===== config.mk =====
export PLATFORM = sky130hd
export DESIGN_NAME = parking_meter_ctrl
export DESIGN_NICKNAME = d
export VERILOG_FILES = /design/src/rtl/parking_meter_pkg.sv /design/src/rtl/btn_edge_sync.sv /design/src/rtl/parking_meter_ctrl.sv
export SDC_FILE = /design/constraint.sdc
export NUM_CORES = 1
export LEC_CHECK = 0
export CAP_MARGIN = 20
export CORE_MARGIN = 5
export CORE_UTILIZATION = 53
export DETAILED_ROUTE_END_ITERATION = 16
export HOLD_SLACK_MARGIN = 0.15
export PLACE_DENSITY = 0.88
export SLEW_MARGIN = 20
export SYNTH_ARGS = -nofsm -noshare
export SYNTH_HDL_FRONTEND = slang
export SYNTH_SLANG_ARGS = --single-unit
export TNS_END_PERCENT = 1

===== constraint.sdc =====
create_clock -name clk -period 3.65 [get_ports clk]
set_clock_uncertainty 0.1 [all_clocks]
set_input_delay 0.5475 -clock clk [delete_from_list [all_inputs] [get_ports clk]]
set_output_delay 0.5475 -clock clk [all_outputs]
set_load 0.05 [all_outputs]

===== src/rtl/parking_meter_pkg.sv =====
// Shared encodings and constants for the parking meter command sequencer.
// Times are four packed BCD digits {thousands, hundreds, tens, ones}.
package parking_meter_pkg;

  typedef enum logic [1:0] {
    OP_ADD    = 2'd0,
    OP_DEC    = 2'd1,
    OP_PRESET = 2'd2
  } op_e;

  typedef enum logic [1:0] {
    DISP_ZERO   = 2'd0,
    DISP_LOW    = 2'd1,
    DISP_NORMAL = 2'd2
  } disp_e;

  typedef enum logic {
    ST_IDLE = 1'b0,
    ST_RUN  = 1'b1
  } state_e;

  // Request bit positions in the pending vector.
  localparam int RQ_ADD1 = 0;
  localparam int RQ_ADD2 = 1;
  localparam int RQ_ADD3 = 2;
  localparam int RQ_ADD4 = 3;
  localparam int RQ_RST1 = 4;
  localparam int RQ_RST2 = 5;
  localparam int NUM_RQ  = 6;

  localparam logic [NUM_RQ-1:0] ADD_MASK = 6'b001111;

  localparam logic [15:0] ADD_60      = 16'h0060;
  localparam logic [15:0] ADD_120     = 16'h0120;
  localparam logic [15:0] ADD_180     = 16'h0180;
  localparam logic [15:0] ADD_300     = 16'h0300;
  localparam logic [15:0] PRESET_0016 = 16'h0016;
  localparam logic [15:0] PRESET_0150 = 16'h0150;
  localparam logic [15:0] LOW_LIMIT   = 16'h0180;

  // Packed BCD orders the same way as binary, so a plain compare works.
  function automatic disp_e disp_of(input logic [15:0] t);
    if (t == 16'h0000)
      return DISP_ZERO;
    else if (t < LOW_LIMIT)
      return DISP_LOW;
    else
      return DISP_NORMAL;
  endfunction

endpackage


===== src/rtl/btn_edge_sync.sv =====
// Two-flop synchronizer for a raw button level followed by a one-cycle
// rising-edge pulse.
module btn_edge_sync (
  input  logic clk,
  input  logic rst,
  input  logic raw,
  output logic pulse
);

  logic s1, s2, s3;

  always_ff @(posedge clk or posedge rst) begin
    if (rst) begin
      s1 <= 1'b0;
      s2 <= 1'b0;
      s3 <= 1'b0;
    end else begin
      // NOTE: non-blocking keeps this a true three-stage shift; blocking
      // would collapse it into a single flop.
      s1 <= raw;
      s2 <= s1;
      s3 <= s2;
    end
  end

  assign pulse = s2 & ~s3;

endmodule


===== src/rtl/parking_meter_ctrl.sv =====
// Parking meter sequencer: arbitrates button requests and the 1 s tick onto
// a digit-serial BCD add/decrement engine that owns the committed time.
module parking_meter_ctrl
  import parking_meter_pkg::*;
#(
  parameter int          TICK_DIV = 100,
  parameter logic [15:0] SAT_VAL  = 16'h9999
) (
  input  logic       clk,
  input  logic       rst,
  input  logic       add1,
  input  logic       add2,
  input  logic       add3,
  input  logic       add4,
  input  logic       rst1,
  input  logic       rst2,
  output logic [3:0] dig1,
  output logic [3:0] dig2,
  output logic [3:0] dig3,
  output logic [3:0] dig4,
  output logic       busy,
  output logic [1:0] disp_mode,
  output logic       sec_phase
);

  localparam int PW = (TICK_DIV > 1) ? $clog2(TICK_DIV) : 1;

  logic [NUM_RQ-1:0] raw_v, edge_v, pend, pend_clr;
  logic [PW-1:0]     presc;
  logic              wrap, tick_pend, tick_clr, presc_clr;

  state_e      state, state_nxt;
  op_e         mode, gnt_op;
  logic        gnt_go, gnt_load;
  logic [15:0] gnt_addend, gnt_preset;

  logic [15:0] dig, w, a, w_upd;
  logic [1:0]  idx;
  logic        c, c_nxt;
  logic [3:0]  w_dig, a_dig, r_dig;
  logic [4:0]  sum, sum_adj;

  assign raw_v = {rst2, rst1, add4, add3, add2, add1};

  for (genvar i = 0; i < NUM_RQ; i++) begin : g_sync
    btn_edge_sync u_sync (
      .clk   (clk),
      .rst   (rst),
      .raw   (raw_v[i]),
      .pulse (edge_v[i])
    );
  end

  assign wrap = (presc == PW'(TICK_DIV - 1));

  // A clear on the grant edge wins over a new edge or wrap on the same edge.
  always_ff @(posedge clk or posedge rst) begin
    if (rst) begin
      pend      <= '0;
      tick_pend <= 1'b0;
      presc     <= '0;
      sec_phase <= 1'b0;
    end else begin
      pend      <= (pend | edge_v) & ~pend_clr;
      tick_pend <= (tick_pend | wrap) & ~tick_clr;
      presc     <= (presc_clr || wrap) ? '0 : presc + PW'(1);
      sec_phase <= sec_phase ^ wrap;
    end
  end

  always_comb begin
    // NOTE: every output of this block gets a default first, so no branch
    // can leave a value held and infer a latch.
    state_nxt  = state;
    gnt_go     = 1'b0;
    gnt_load   = 1'b0;
    gnt_op     = OP_ADD;
    gnt_addend = '0;
    gnt_preset = '0;
    pend_clr   = '0;
    tick_clr   = 1'b0;
    presc_clr  = 1'b0;
    if (state == ST_IDLE) begin
      if (pend[RQ_RST1]) begin
        gnt_op = OP_PRESET; gnt_preset = PRESET_0016; pend_clr[RQ_RST1] = 1'b1;
      end else if (pend[RQ_RST2]) begin
        gnt_op = OP_PRESET; gnt_preset = PRESET_0150; pend_clr[RQ_RST2] = 1'b1;
      end else if (pend[RQ_ADD4]) begin
        gnt_go = 1'b1; gnt_addend = ADD_300; pend_clr[RQ_ADD4] = 1'b1;
      end else if (pend[RQ_ADD3]) begin
        gnt_go = 1'b1; gnt_addend = ADD_180; pend_clr[RQ_ADD3] = 1'b1;
      end else if (pend[RQ_ADD2]) begin
        gnt_go = 1'b1; gnt_addend = ADD_120; pend_clr[RQ_ADD2] = 1'b1;
      end else if (pend[RQ_ADD1]) begin
        gnt_go = 1'b1; gnt_addend = ADD_60;  pend_clr[RQ_ADD1] = 1'b1;
      end else if (tick_pend) begin
        tick_clr = 1'b1;
        if (dig != 16'h0000) begin
          gnt_go = 1'b1; gnt_op = OP_DEC;
        end
      end
      // A preset restarts the second and discards queued additions.
      if (gnt_op == OP_PRESET) begin
        gnt_load  = 1'b1;
        pend_clr  = pend_clr | ADD_MASK;
        tick_clr  = 1'b1;
        presc_clr = 1'b1;
      end
      if (gnt_go) state_nxt = ST_RUN;
    end else if (idx == 2'd3) begin
      state_nxt = ST_IDLE;
    end
  end

  always_ff @(posedge clk or posedge rst) begin
    if (rst) state <= ST_IDLE;
    else     state <= state_nxt;
  end

  // One BCD digit per cycle; c is the carry when adding, the borrow when
  // decrementing.
  assign w_dig   = w[{idx, 2'b00} +: 4];
  assign a_dig   = a[{idx, 2'b00} +: 4];
  assign sum     = {1'b0, w_dig} + {1'b0, a_dig} + {4'b0000, c};
  assign sum_adj = sum - 5'd10;

  always_comb begin
    r_dig = w_dig;
    c_nxt = 1'b0;
    if (mode == OP_ADD) begin
      if (sum > 5'd9) begin
        r_dig = sum_adj[3:0]; c_nxt = 1'b1;
      end else begin
        r_dig = sum[3:0];
      end
    end else if (w_dig < {3'b000, c}) begin
      r_dig = 4'd9; c_nxt = 1'b1;
    end else begin
      r_dig = w_dig - {3'b000, c};
    end
    w_upd = w;
    w_upd[{idx, 2'b00} +: 4] = r_dig;
  end

  always_ff @(posedge clk or posedge rst) begin
    if (rst) begin
      dig  <= '0;
      w    <= '0;
      a    <= '0;
      c    <= 1'b0;
      idx  <= '0;
      mode <= OP_ADD;
    end else if (state == ST_IDLE) begin
      if (gnt_load) begin
        dig <= gnt_preset;
      end else if (gnt_go) begin
        w    <= dig;
        a    <= gnt_addend;
        c    <= (gnt_op == OP_DEC);
        idx  <= '0;
        mode <= gnt_op;
      end
    end else begin
      w   <= w_upd;
      c   <= c_nxt;
      idx <= idx + 2'd1;
      if (idx == 2'd3)
        dig <= (mode == OP_ADD && c_nxt) ? SAT_VAL : w_upd;
    end
  end

  assign {dig4, dig3, dig2, dig1} = dig;
  assign busy      = (state == ST_RUN);
  assign disp_mode = disp_of(dig);

endmodule


==> run_results.csv <==
group,metric,value,unit
worst_hold_path,worstHoldPathType,"reg2reg",
timing,worst-slew-pin-transition,0.844,ns
clock_tree,cts.root.buffer_cell,"sky130_fd_sc_hd__clkbuf_8",
run,drv_cap,0,
placed_design,numPortBuffers,27,
setup_path,criticalPathCategory,"reg2reg",
yosys,ys_seq_area_share,48.8,%
setup_path,reg2regPathDepth,13,
setup_path,crit_required,3.77,ns
power_and_ir_drop,leakagePower,2.04,nW
setup_path,critical_path.endpoint_type,"flip-flop",
placed_design,globalplace.congestion,0.978,
clock_tree,clock_tree.htree_level_count,3,
finish,most_common_cell_after_layout_fill_and_taps_aside,"sky130_fd_sc_hd__dfrtp_1",
routing,wl_per_cell,20.2,microns
grt,maximum_number_of_pins_on_one_net_before_global_route_repair,29,
yosys,synth-async-reset-ratio,100,%
setup_path,reg2reg_slack,-0.02,ns
routing,post_route_antenna_net_violation_count,0,
floorplanning,starting_density_of_the_core,54.0,%
outcome,outcome,"complete, but fails checks",
finish,layout.cells.most_common_list,"75 x sky130_fd_sc_hd__dfrtp_1, 38 x sky130_fd_sc_hd__nand2_1, 31 x sky130_fd_sc_hd__nor2_1",
finish,fillCellCount,541,
placed_design,post-place-cells,507,
grt,grt_first_pass_wirelength,17000,microns
yosys,yosys_warnings,0,
power_and_ir_drop,p_total,0.00423,W
setup_path,critical_path_peak_fanout,9,
routing,detail_route.first_pass.iterations,5,
timing,max_clock_freq,272,MHz
routing,total_via_count_after_detailed_routing,3412,
yosys,syn_area_per_cell,10.1,sq um
floorplanning,num_rows,31,
worst_hold_path,whs_path_depth,0,
clock_tree,clk_path_buf_depth,2,
setup_path,critPathArrivalTime,3.79,ns
grt,gr-total-overflow,0,
finish,postLayoutCellArea,0.00461,sq mm
finish,area.growth.synth_to_final,18.3,%
floorplanning,fp.dieH,95.7,microns
timing,final_worst_path_period_need,3.67,ns
placed_design,hpwl,7370,microns
timing,relSlewSlack,42.3,%
timing,layout_setup_ws,-0.0245,ns
finish,total_area_of_multi_input_combinational_cells,0.00190,sq mm
routing,vias_per_cell,6.50,
yosys,synth-main-ff-cell,"sky130_fd_sc_hd__dfrtp_1",
yosys,synth_cell_types,68,
yosys,synth_edf_count,0,
timing,rsz0062_at_grt,"true",
power_and_ir_drop,vdd_ir_drop_max,0.485,mV
timing,report.final.setup_viol,5,
timing,hold_viol,0,
yosys,post_synth_inst_count,385,
finish,sequential_cell_area,0.00190,sq mm
floorplanning,floorplan.io_pins,28,
yosys,postSynthRegisterBits,76,
finish,antenna_cells_inserted,0,
routing,finalWirelength,10600,microns
floorplanning,die_area,0.00917,sq mm
grt,vias_in_the_first_global_route,3294,
grt,groute.usage.overall,24.3,%
clock_tree,clock_insertion_delay_worst_skew,0.35,ns
placed_design,placement.cell_area,0.00431,sq mm
routing,detailedRoute.firstIterationViolations,467,
setup_path,startpoint_type_of_the_worst_setup_path,"flip-flop",
floorplanning,core_area,0.00721,sq mm
routing,remaining_drc_errors,0,
yosys,synthesized_netlist_net_count,408,
finish,design.final.nets,445,
clock_tree,tritoncts_clock_tree,"done",
timing,slew_violations,0,
clock_tree,numClockSinks,76,
clock_tree,cts.reportedPaths.clkPinSlew,0.07,ns
outcome,failed_checks,"setup timing",
grt,grt_antenna_before_repair,0,
finish,proportion_of_layout_cells_with_a_drive_suffix_above_1,13.4,%
clock_tree,numCtsBuffers,9,
yosys,synth_area,0.00390,sq mm
timing,final.period_utilization,101,%
floorplanning,fp.dieW,95.7,microns
power_and_ir_drop,power.density,918,mW/mm^2
finish,finished_layout_cells,525,
-- routing by layer --
layer,wire (microns),GRT usage [%],share of wire (%),vias to the layer above
met5,0,0,0,-
met4,397,12.8,3.8,0
met3,850,3.60,8.0,37
met2,5030,37.5,48,219
met1,4300,33.4,41,1664
li1,-,-,-,1492
-- report_power, final --
group	switching [W]	internal, W	leakage [nW]
sequential	0.000254	0.00103	0.976
clock	0.000300	0.000400	0.109
combinational	0.00142	0.000829	0.956
-- what timing repair did --
action	CTS	global route
endpoints found under the setup margin	1	18
endpoints found under the hold margin	0	0
resized for setup	1	10
hold buffers	0	0
pin swaps	0	4
buffers inserted	0	3
-- cell type report --
type,count,share of cell area [%]
Clock buffer,11,3.07
Timing Repair Buffer,41,8.22
Clock inverter,4,1.60
Multi-Input combinational cell,269,41.1
Sequential cell,76,41.3
Tap cell,99,2.69
Inverter,25,2.04
-- state kept, by name (all words and copies together) (netlist names), 2 cells and up --
name	flops
w	16
dig	16
g_sync.u_sync.s1	6
g_sync.u_sync.s3	6
pend	6
presc	7
mode	2
idx	2
a	5
g_sync.u_sync.s2	6
-- synth_stat cells, drive strengths merged (4+ instances only) --
master   number  area [sq um]
a22oi        13          97.6
inv          25          93.8
a22o          4          35.0
nor4          4          31.3
nor2b         5          31.3
o21ai        26           130
and3          4          30.0
nor3          4          20.0
nand4         6          37.5
clkbuf       11          41.3
a2bb2oi       4          35.0
o31ai        11          92.6
ha           13           163
a21oi        15          75.1
nor2         32           123
nand2        38           143
a21o          8          61.3
nand3         9          45.0
dfrtp        76          1900
xnor2         4          35.0
mux4          4          90.1
buf           4          31.3
or4           4          35.0
nand2b        4          25.0
-- stage by stage --
step                util (%)  setup slack [ns]  TNS [ns]  hold slack (ns)
finish                  63.9           -0.0245   -0.0742            0.253
CTS                     62.9           0.00488         0            0.255
floorplan                  -           -0.0308   -0.0308            0.231
global placement        59.8             0.134         0            0.232
global route            63.9            -0.160     -1.53            0.272
detailed placement      59.8           -0.0183   -0.0183            0.238
-- kinds of logic after synthesis --
kind of cell | count (synthesis) | share of synthesized area [%]
compound gates | 115 | 21.1
xor+xnor | 7 | 1.57
fa+ha+maj | 15 | 5.20
buf+inv | 40 | 4.27
flops | 76 | 48.8
mux | 4 | 2.31
simple gates | 128 | 16.7
-- final timing paths --
kind                                          startpoint                            end
setup / recovery                      idx[0]$_DFFE_PP0P_             dig[5]$_DFFE_PP0P_
hold / removal             g_sync[4].u_sync.s1$_DFF_PP0_  g_sync[4].u_sync.s2$_DFF_PP0_
setup reg to reg                      idx[0]$_DFFE_PP0P_             dig[5]$_DFFE_PP0P_
hold reg to reg            g_sync[4].u_sync.s1$_DFF_PP0_  g_sync[4].u_sync.s2$_DFF_PP0_
max in group asynchronous                            rst              w[11]$_DFFE_PP0P_
min in group asynchronous                            rst             presc[6]$_DFF_PP0_
-- worst max-delay path: stages, from the launching register on --
cell and delay (ns):
sky130_fd_sc_hd__dfrtp_2 0.40, sky130_fd_sc_hd__buf_4 0.19, sky130_fd_sc_hd__mux4_2 0.60, sky130_fd_sc_hd__fa_2 0.47, sky130_fd_sc_hd__xor2_4 0.22, sky130_fd_sc_hd__inv_1 0.08, sky130_fd_sc_hd__ha_2 0.20, sky130_fd_sc_hd__nand2_1 0.07
sky130_fd_sc_hd__o31ai_2 0.10, sky130_fd_sc_hd__or4_4 0.53, sky130_fd_sc_hd__nand3_1 0.16, sky130_fd_sc_hd__buf_6 0.16, sky130_fd_sc_hd__a2bb2oi_1 0.17, sky130_fd_sc_hd__o31ai_1 0.09
(Power assumes the default switching activity.)
